**config.mk**
```make
export PLATFORM = sky130hd
export DESIGN_NAME = seg7_to_bcd_capture
export DESIGN_NICKNAME = d
export VERILOG_FILES = /design/src/rtl/seg7_pkg.sv /design/src/rtl/seg7_pattern_decode.sv /design/src/rtl/seg7_to_bcd_capture.sv
export SDC_FILE = /design/constraint.sdc
export NUM_CORES = 1
export LEC_CHECK = 0
export CORE_UTILIZATION = 60
export DETAILED_ROUTE_END_ITERATION = 16
export PLACE_DENSITY = 0.83
export SLEW_MARGIN = 20
export SYNTH_ARGS = -nofsm -noshare
export SYNTH_HDL_FRONTEND = slang
export SYNTH_SLANG_ARGS = --single-unit
```
**constraint.sdc**
```tcl
create_clock -name clk -period 13.05 [get_ports clk]
set_input_delay 2.61 -clock clk [delete_from_list [all_inputs] [get_ports clk]]
set_output_delay 2.61 -clock clk [all_outputs]
set_load 0.1 [all_outputs]
```
**src/rtl/seg7_pkg.sv**
```systemverilog
// Shared constants for the seven-segment capture block.
// Segment order is {a,b,c,d,e,f,g}, with 1 meaning the segment is lit.
package seg7_pkg;

  localparam int NUM_DIG = 4;

  localparam logic [6:0] SEG_0 = 7'b1111110;
  localparam logic [6:0] SEG_1 = 7'b0110000;
  localparam logic [6:0] SEG_2 = 7'b1101101;
  localparam logic [6:0] SEG_3 = 7'b1111001;
  localparam logic [6:0] SEG_4 = 7'b0110011;
  localparam logic [6:0] SEG_5 = 7'b1011011;
  localparam logic [6:0] SEG_6 = 7'b1011111;
  localparam logic [6:0] SEG_7 = 7'b1110000;
  localparam logic [6:0] SEG_8 = 7'b1111111;
  localparam logic [6:0] SEG_9 = 7'b1111011;
  localparam logic [6:0] SEG_A = 7'b1110111;
  localparam logic [6:0] SEG_B = 7'b0011111;
  localparam logic [6:0] SEG_C = 7'b1001110;
  localparam logic [6:0] SEG_D = 7'b0111101;
  localparam logic [6:0] SEG_E = 7'b1001111;
  localparam logic [6:0] SEG_F = 7'b1000111;

  typedef enum logic [1:0] {
    ST_IDLE,
    ST_SETTLE,
    ST_HOLD
  } state_t;

endpackage

```
**src/rtl/seg7_pattern_decode.sv**
```systemverilog
// Combinational seven-segment pattern to value decoder.
// Define SEG7_HEX_EN to also accept the glyphs A, b, C, d, E and F.
module seg7_pattern_decode
  import seg7_pkg::*;
(
  input  logic [6:0] pat,
  output logic [3:0] val,
  output logic       invalid
);

  always_comb begin
    val     = 4'h0;
    invalid = 1'b0;
    unique case (pat)
      SEG_0:   val = 4'h0;
      SEG_1:   val = 4'h1;
      SEG_2:   val = 4'h2;
      SEG_3:   val = 4'h3;
      SEG_4:   val = 4'h4;
      SEG_5:   val = 4'h5;
      SEG_6:   val = 4'h6;
      SEG_7:   val = 4'h7;
      SEG_8:   val = 4'h8;
      SEG_9:   val = 4'h9;
`ifdef SEG7_HEX_EN
      SEG_A:   val = 4'hA;
      SEG_B:   val = 4'hB;
      SEG_C:   val = 4'hC;
      SEG_D:   val = 4'hD;
      SEG_E:   val = 4'hE;
      SEG_F:   val = 4'hF;
`endif
      default: invalid = 1'b1;
    endcase
  end

endmodule

```
**src/rtl/seg7_to_bcd_capture.sv**
```systemverilog
// Captures the digits of a scanned 4-digit seven-segment display into a BCD frame.
// Define SEG7_HEX_EN to accept hex glyphs A-F as well as 0-9.
module seg7_to_bcd_capture
  import seg7_pkg::*;
#(
  parameter int unsigned STABLE_CYC = 4
) (
  input  logic        clk,
  input  logic        rst_n,
  input  logic [6:0]  seg,
  input  logic [3:0]  dig_sel,
  input  logic        out_ready,
  output logic        out_valid,
  output logic [15:0] out_bcd,
  output logic        err_pat,
  output logic        overrun
);

  localparam logic [7:0] STB = 8'(STABLE_CYC);

  state_t              state, st_n;
  logic [7:0]          cnt, cnt_n;
  logic [10:0]         smp, cur;
  logic [NUM_DIG-1:0]  mask, mask_n;
  logic [15:0]         slots, slots_n;
  logic                onehot, cap;
  logic [1:0]          idx;
  logic [3:0]          dec_val;
  logic                dec_inv;

  assign cur    = {seg, dig_sel};
  assign onehot = $onehot(dig_sel);
  assign idx    = {dig_sel[3] | dig_sel[2], dig_sel[3] | dig_sel[1]};

  seg7_pattern_decode u_dec (
    .pat     (seg),
    .val     (dec_val),
    .invalid (dec_inv)
  );

  always_comb begin
    st_n  = state;
    cnt_n = cnt;
    cap   = 1'b0;
    if (state == ST_IDLE) begin
      if (onehot) begin
        st_n  = ST_SETTLE;
        cnt_n = 8'd1;
      end
    end else if (cur != smp) begin
      st_n  = onehot ? ST_SETTLE : ST_IDLE;
      cnt_n = onehot ? 8'd1 : 8'd0;
    end else if (state == ST_SETTLE) begin
      cnt_n = 8'(cnt + 8'd1);
    end
    // A window of one edge captures on the very edge that starts it
    if (st_n == ST_SETTLE && cnt_n == STB) begin
      cap  = 1'b1;
      st_n = ST_HOLD;
    end
  end

  always_comb begin
    mask_n  = mask;
    slots_n = slots;
    if (cap && !dec_inv) begin
      slots_n[idx*4 +: 4] = dec_val;
      mask_n[idx]         = 1'b1;
    end
  end

  always_ff @(posedge clk) begin
    if (!rst_n) begin
      state     <= ST_IDLE;
      cnt       <= '0;
      smp       <= '0;
      mask      <= '0;
      slots     <= '0;
      out_valid <= 1'b0;
      out_bcd   <= '0;
      err_pat   <= 1'b0;
      overrun   <= 1'b0;
    end else begin
      state   <= st_n;
      cnt     <= cnt_n;
      smp     <= cur;
      slots   <= slots_n;
      err_pat <= cap && dec_inv;
      overrun <= 1'b0;
      if (out_valid && out_ready)
        out_valid <= 1'b0;
      if (&mask_n) begin
        mask <= '0;
        if (!out_valid || out_ready) begin
          out_bcd   <= slots_n;
          out_valid <= 1'b1;
        end else begin
          overrun <= 1'b1;
        end
      end else begin
        mask <= mask_n;
      end
    end
  end

endmodule

```
==> run summary <==
At the later pin of the worst-skew pair, clock insertion delay measures 0.34 ns. The worst min-delay path category is reg -> reg. The fraction of the cycle the final worst path needs came out at 0.540.

The first detailed-routing pass ran for 5 iterations. The worst ir drop on vdd came out at 0.0719 mV. By startpoint and endpoint, the worst setup path is classified as in -> reg. Between clock sinks in the finished design, the worst skew comes to 0.00861 ns. The width of the chip is 75.7 um. In this run the critical register-to-register path is launched from state[1]$_SDFF_PN0_. The first-pass GRT wire length is 10.3 mm. The number of buffers inserted to repair setup after CTS is 0.

Summed over all failing endpoints, the final setup total negative slack is 0 ns. The post-route minimum period came out at 7.04 ns. For this run, the number of Yosys warnings is 0. Based on the critical path, the design can be clocked at up to 0.142 GHz.

Across the whole layout, storage elements account for 1200 um2. The count of cell types in the netlist came out at 58. The effective utilization at floorplan is 0.631. The depth of the worst hold-timing path is 2. The most used flip-flop cell after synthesis is sky130_fd_sc_hd__dfxtp_1. The critical path goes through clkdlybuf4s50_1 > inv_1 > fa_1 > inv_1 > ha_1 > ha_1 > nor3b_1 > nor3_1 > nor2_1 > or4_4 > a2111oi_4 > a31oi_1 > or4_4 > nor2_8 > mux2_2. The count of H-tree levels built during CTS is 3. Counting the buffers created by CTS gives 9. The number of hold violations in the final report was 0. The tightest slew margin relative to the limit is 0.349. The ratio of cells with drive above 1 in the final layout is 0.157.

The number of synthesized register bits is 60. The average wire length per cell after detail routing is 13.9 um. The signal arrival time at the worst endpoint came out at 7.26 ns.

The final setup violation count came out at 0. The total area of multi-input combinational cells came out at 1900 um2. The synthesized-area fraction occupied by ao, oa, aoi and oai cells is 0.133.

The analysis attributes to cell leakage a power of 1.37 nW. Setup repair after global routing left no endpoint under its margin. The maximum number of pins on one net before global-route repair is 58.

The count of nets left with antenna violations once routing finished came out at 0. The count of buffer and inverter cells on the critical path came out at 3. The final wirelength came out at 6.31 mm.

The worst setup path is captured at a register. The count of cells resized by post-cts repair came out at 0. For this design, the sink count on the clock tree is 60.

The delay of the slowest cell on the worst path is 0.61 ns. After synthesis, the mean cell area works out to 9.16 um2. After the first detailed-routing iteration, the DRC count stood at 271. Of the total synthesized cell area, the portion taken by AND, OR, NAND and NOR gates is 0.290.

The number of pins with negative max-slew slack in the final report came out at 0. The transition time at the pin with the least slew margin came out at 0.973 ns. The chip height came out at 75.7 um. TritonCTS built the clock tree. The DRC violations left is 0. The detailed router placed 2600 vias in this run. For the worst setup path, the data required time is 13.27 ns.

The total inserted antenna cells came out at 0. Of the total synthesized cell area, the portion taken by XOR and XNOR cells is 0.0345. For hold timing, the worst endpoint is slots[0]$_SDFF_PN0_.

The total I/O pin count is 33. The sequential element share of the synthesized area is 0.368. The buffer type at the clock tree root is sky130_fd_sc_hd__clkbuf_8. The reg-to-reg critical path endpoint is out_bcd[14]$_SDFFE_PN0P_.

The floorplan has 26 rows. The maximum number of buffers from clock root to sink came out at 2. The max-cap violation count came out at 0. In the synthesized netlist, the number of instances is 356.

The floorplan die area is 5740 um2. The global routing usage summed across all routing layers is 0.245. The run finished with clean final reports.

The number of filler instances in the final layout came out at 396. The post-detailed-placement half-perimeter wirelength came out at 4.36 mm. The power per cell area came out at 104 nW/um2. The area growth from synthesis to layout is 14.0%. The hold path startpoint is slots[0]$_SDFF_PN0_. For flop-to-flop paths, the worst setup slack is 8.77 ns. Of all flip-flops after synthesis, the portion carrying an async set or reset was 0. The number of nets in the final layout is 405. Of the total synthesized cell area, the portion taken by full adders, half adders and majority gates is 0.0483. The placer's final routability congestion estimate came out at 0.871. Hold repair after CTS inserted 0 buffers. The number of global-route vias before repair came out at 2297. The port buffer count came out at 32. By area, the combinational part of the netlist is dominated by simple AND/OR/NAND/NOR gates. The core region is 5170 um2. The power after layout came out at 388 uW. The netlist area before placement is 3260 um2. In this run, synthesis inferred 0 flip-flops with an integrated enable. The kind of start point of the critical path is an input port.

The total congestion overflow is 0. The clock transition at the register clock pins on the worst setup and hold paths after CTS came out at 0.06 ns. The number of antenna violations at the first check in global routing was 0. The largest fanout of any net on the critical path came out at 16.

The depth of the most critical reg-to-reg path is 9. The number of nets handed over by synthesis was 382. The mean number of vias per cell came out at 5.74. The largest individual stage delay along the critical path comes from the cell sky130_fd_sc_hd__or4_4. The multiplexer share of the synthesized area came out at 0.0759. In this design, the largest share of critical-path delay is due to simple AND/OR/NAND/NOR gates.
tightest hold or removal path, stage by stage, from the launching register on:
cell and delay [ns]:
sky130_fd_sc_hd__dfxtp_1 0.30, sky130_fd_sc_hd__nand2_1 0.04, sky130_fd_sc_hd__a21boi_0 0.08
registers in the layout, indices dropped and copies added (netlist names):
signal,count
err_pat,1
out_valid,1
slots,16
out_bcd,16
mask,4
smp,11
state,2
cnt,8
overrun,1
cells in the mapped netlist (4+ instances only):
master,instances,share of area
sky130_fd_sc_hd__mux2_4,10,0.046
sky130_fd_sc_hd__nor3_1,6,0.0092
sky130_fd_sc_hd__o21ai_0,15,0.023
sky130_fd_sc_hd__mux2_2,6,0.021
sky130_fd_sc_hd__nor2_1,20,0.023
sky130_fd_sc_hd__nand4_1,4,0.0077
sky130_fd_sc_hd__or3_2,7,0.016
sky130_fd_sc_hd__ha_1,11,0.042
sky130_fd_sc_hd__xor2_1,10,0.027
sky130_fd_sc_hd__nor3b_1,4,0.0092
sky130_fd_sc_hd__a21boi_0,19,0.044
sky130_fd_sc_hd__nor2b_1,7,0.013
sky130_fd_sc_hd__nand3_1,12,0.018
sky130_fd_sc_hd__clkbuf_1,11,0.013
sky130_fd_sc_hd__and2_2,7,0.016
sky130_fd_sc_hd__nand2_1,32,0.037
sky130_fd_sc_hd__a21oi_1,9,0.014
sky130_fd_sc_hd__or3_1,9,0.017
sky130_fd_sc_hd__a31oi_1,7,0.013
sky130_fd_sc_hd__inv_1,9,0.010
sky130_fd_sc_hd__dfxtp_1,60,0.37
sky130_fd_sc_hd__and2_1,23,0.044
placed cells by master, fill, tap and decap left out, types with 7 or more instances in the layout:
cell type,synthesis,layout
sky130_fd_sc_hd__o21ai_0,15,15
sky130_fd_sc_hd__a21boi_0,19,19
sky130_fd_sc_hd__mux2_4,10,10
sky130_fd_sc_hd__xor2_1,10,10
sky130_fd_sc_hd__inv_1,9,9
sky130_fd_sc_hd__nand2_1,32,32
sky130_fd_sc_hd__and2_1,23,23
sky130_fd_sc_hd__or3_2,7,7
sky130_fd_sc_hd__nand3_1,12,12
sky130_fd_sc_hd__a31oi_1,7,7
sky130_fd_sc_hd__and2_2,7,7
sky130_fd_sc_hd__nor2_1,20,20
sky130_fd_sc_hd__clkbuf_8,1,10
sky130_fd_sc_hd__clkdlybuf4s50_1,0,31
sky130_fd_sc_hd__a21oi_1,9,9
sky130_fd_sc_hd__dfxtp_1,60,60
sky130_fd_sc_hd__ha_1,11,11
sky130_fd_sc_hd__nor2b_1,7,7
sky130_fd_sc_hd__or3_1,9,9
through the flow:
stage | cell area [um2] | setup WS (ns) | instances | hold slack (ns) | utilization
final | 3720 | 6.01 | 453 | 0.479 | 0.719
after global routing | 3720 | 5.75 | 453 | 0.513 | 0.719
after CTS | 3720 | 6.05 | 453 | 0.481 | 0.719
after detailed placement | 3530 | 5.68 | 438 | 0.472 | 0.683
after global placement | 3530 | 5.81 | 438 | 0.461 | 0.683
after floorplan | 3260 | 6.55 | 356 | 0.445 | -
how the worst max path moves through the flow:
| stage | to | slack (ns) | cells after the start | start |
|---|---|---|---|---|
| floorplan | out_bcd[0]$_SDFFE_PN0P_ | 6.55 | 15 | dig_sel[0] |
| global placement | out_bcd[14]$_SDFFE_PN0P_ | 5.81 | 15 | dig_sel[0] |
| detailed placement | out_bcd[14]$_SDFFE_PN0P_ | 5.68 | 15 | dig_sel[0] |
| CTS | out_bcd[14]$_SDFFE_PN0P_ | 6.05 | 15 | dig_sel[0] |
| global route | out_bcd[14]$_SDFFE_PN0P_ | 5.75 | 15 | dig_sel[1] |
| finish | out_bcd[14]$_SDFFE_PN0P_ | 6.01 | 15 | dig_sel[0] |
cell type report:
cell class	instances	area share
multi-input cells	267	0.510
flip-flops and latches	60	0.323
repair buffers	32	0.0848
clock buffers	13	0.0401
well taps	70	0.0236
clock inverters	2	0.00942
inverters	9	0.00909
routing by layer:
layer,GRT usage,vias up,routed length [um]
met5,0,-,0
met4,0.107,0,103
met3,0.0833,10,361
met2,0.366,89,2940
met1,0.322,1213,2910
li1,-,1288,-
power breakdown:
group / internal (mW) / leakage, nW / switching [mW]
Clock: 0.0923 / 0.0935 / 0.0670
Combinational: 0.0159 / 0.791 / 0.0232
Sequential: 0.186 / 0.487 / 0.00329
logic make-up (layout without fill, tap and decap cells):
| kind of cell | count (synthesis) | in the layout |
|---|---|---|
| multiplexers | 19 | 19 |
| AO/OA/AOI/OAI | 63 | 63 |
| XOR/XNOR | 12 | 12 |
| adder cells (fa/ha/maj) | 12 | 12 |
| flip-flops | 60 | 60 |
| buffers and inverters | 29 | 56 |
| AND/OR/NAND/NOR | 161 | 161 |
No activity file was read; power rests on OpenSTA's default activity.
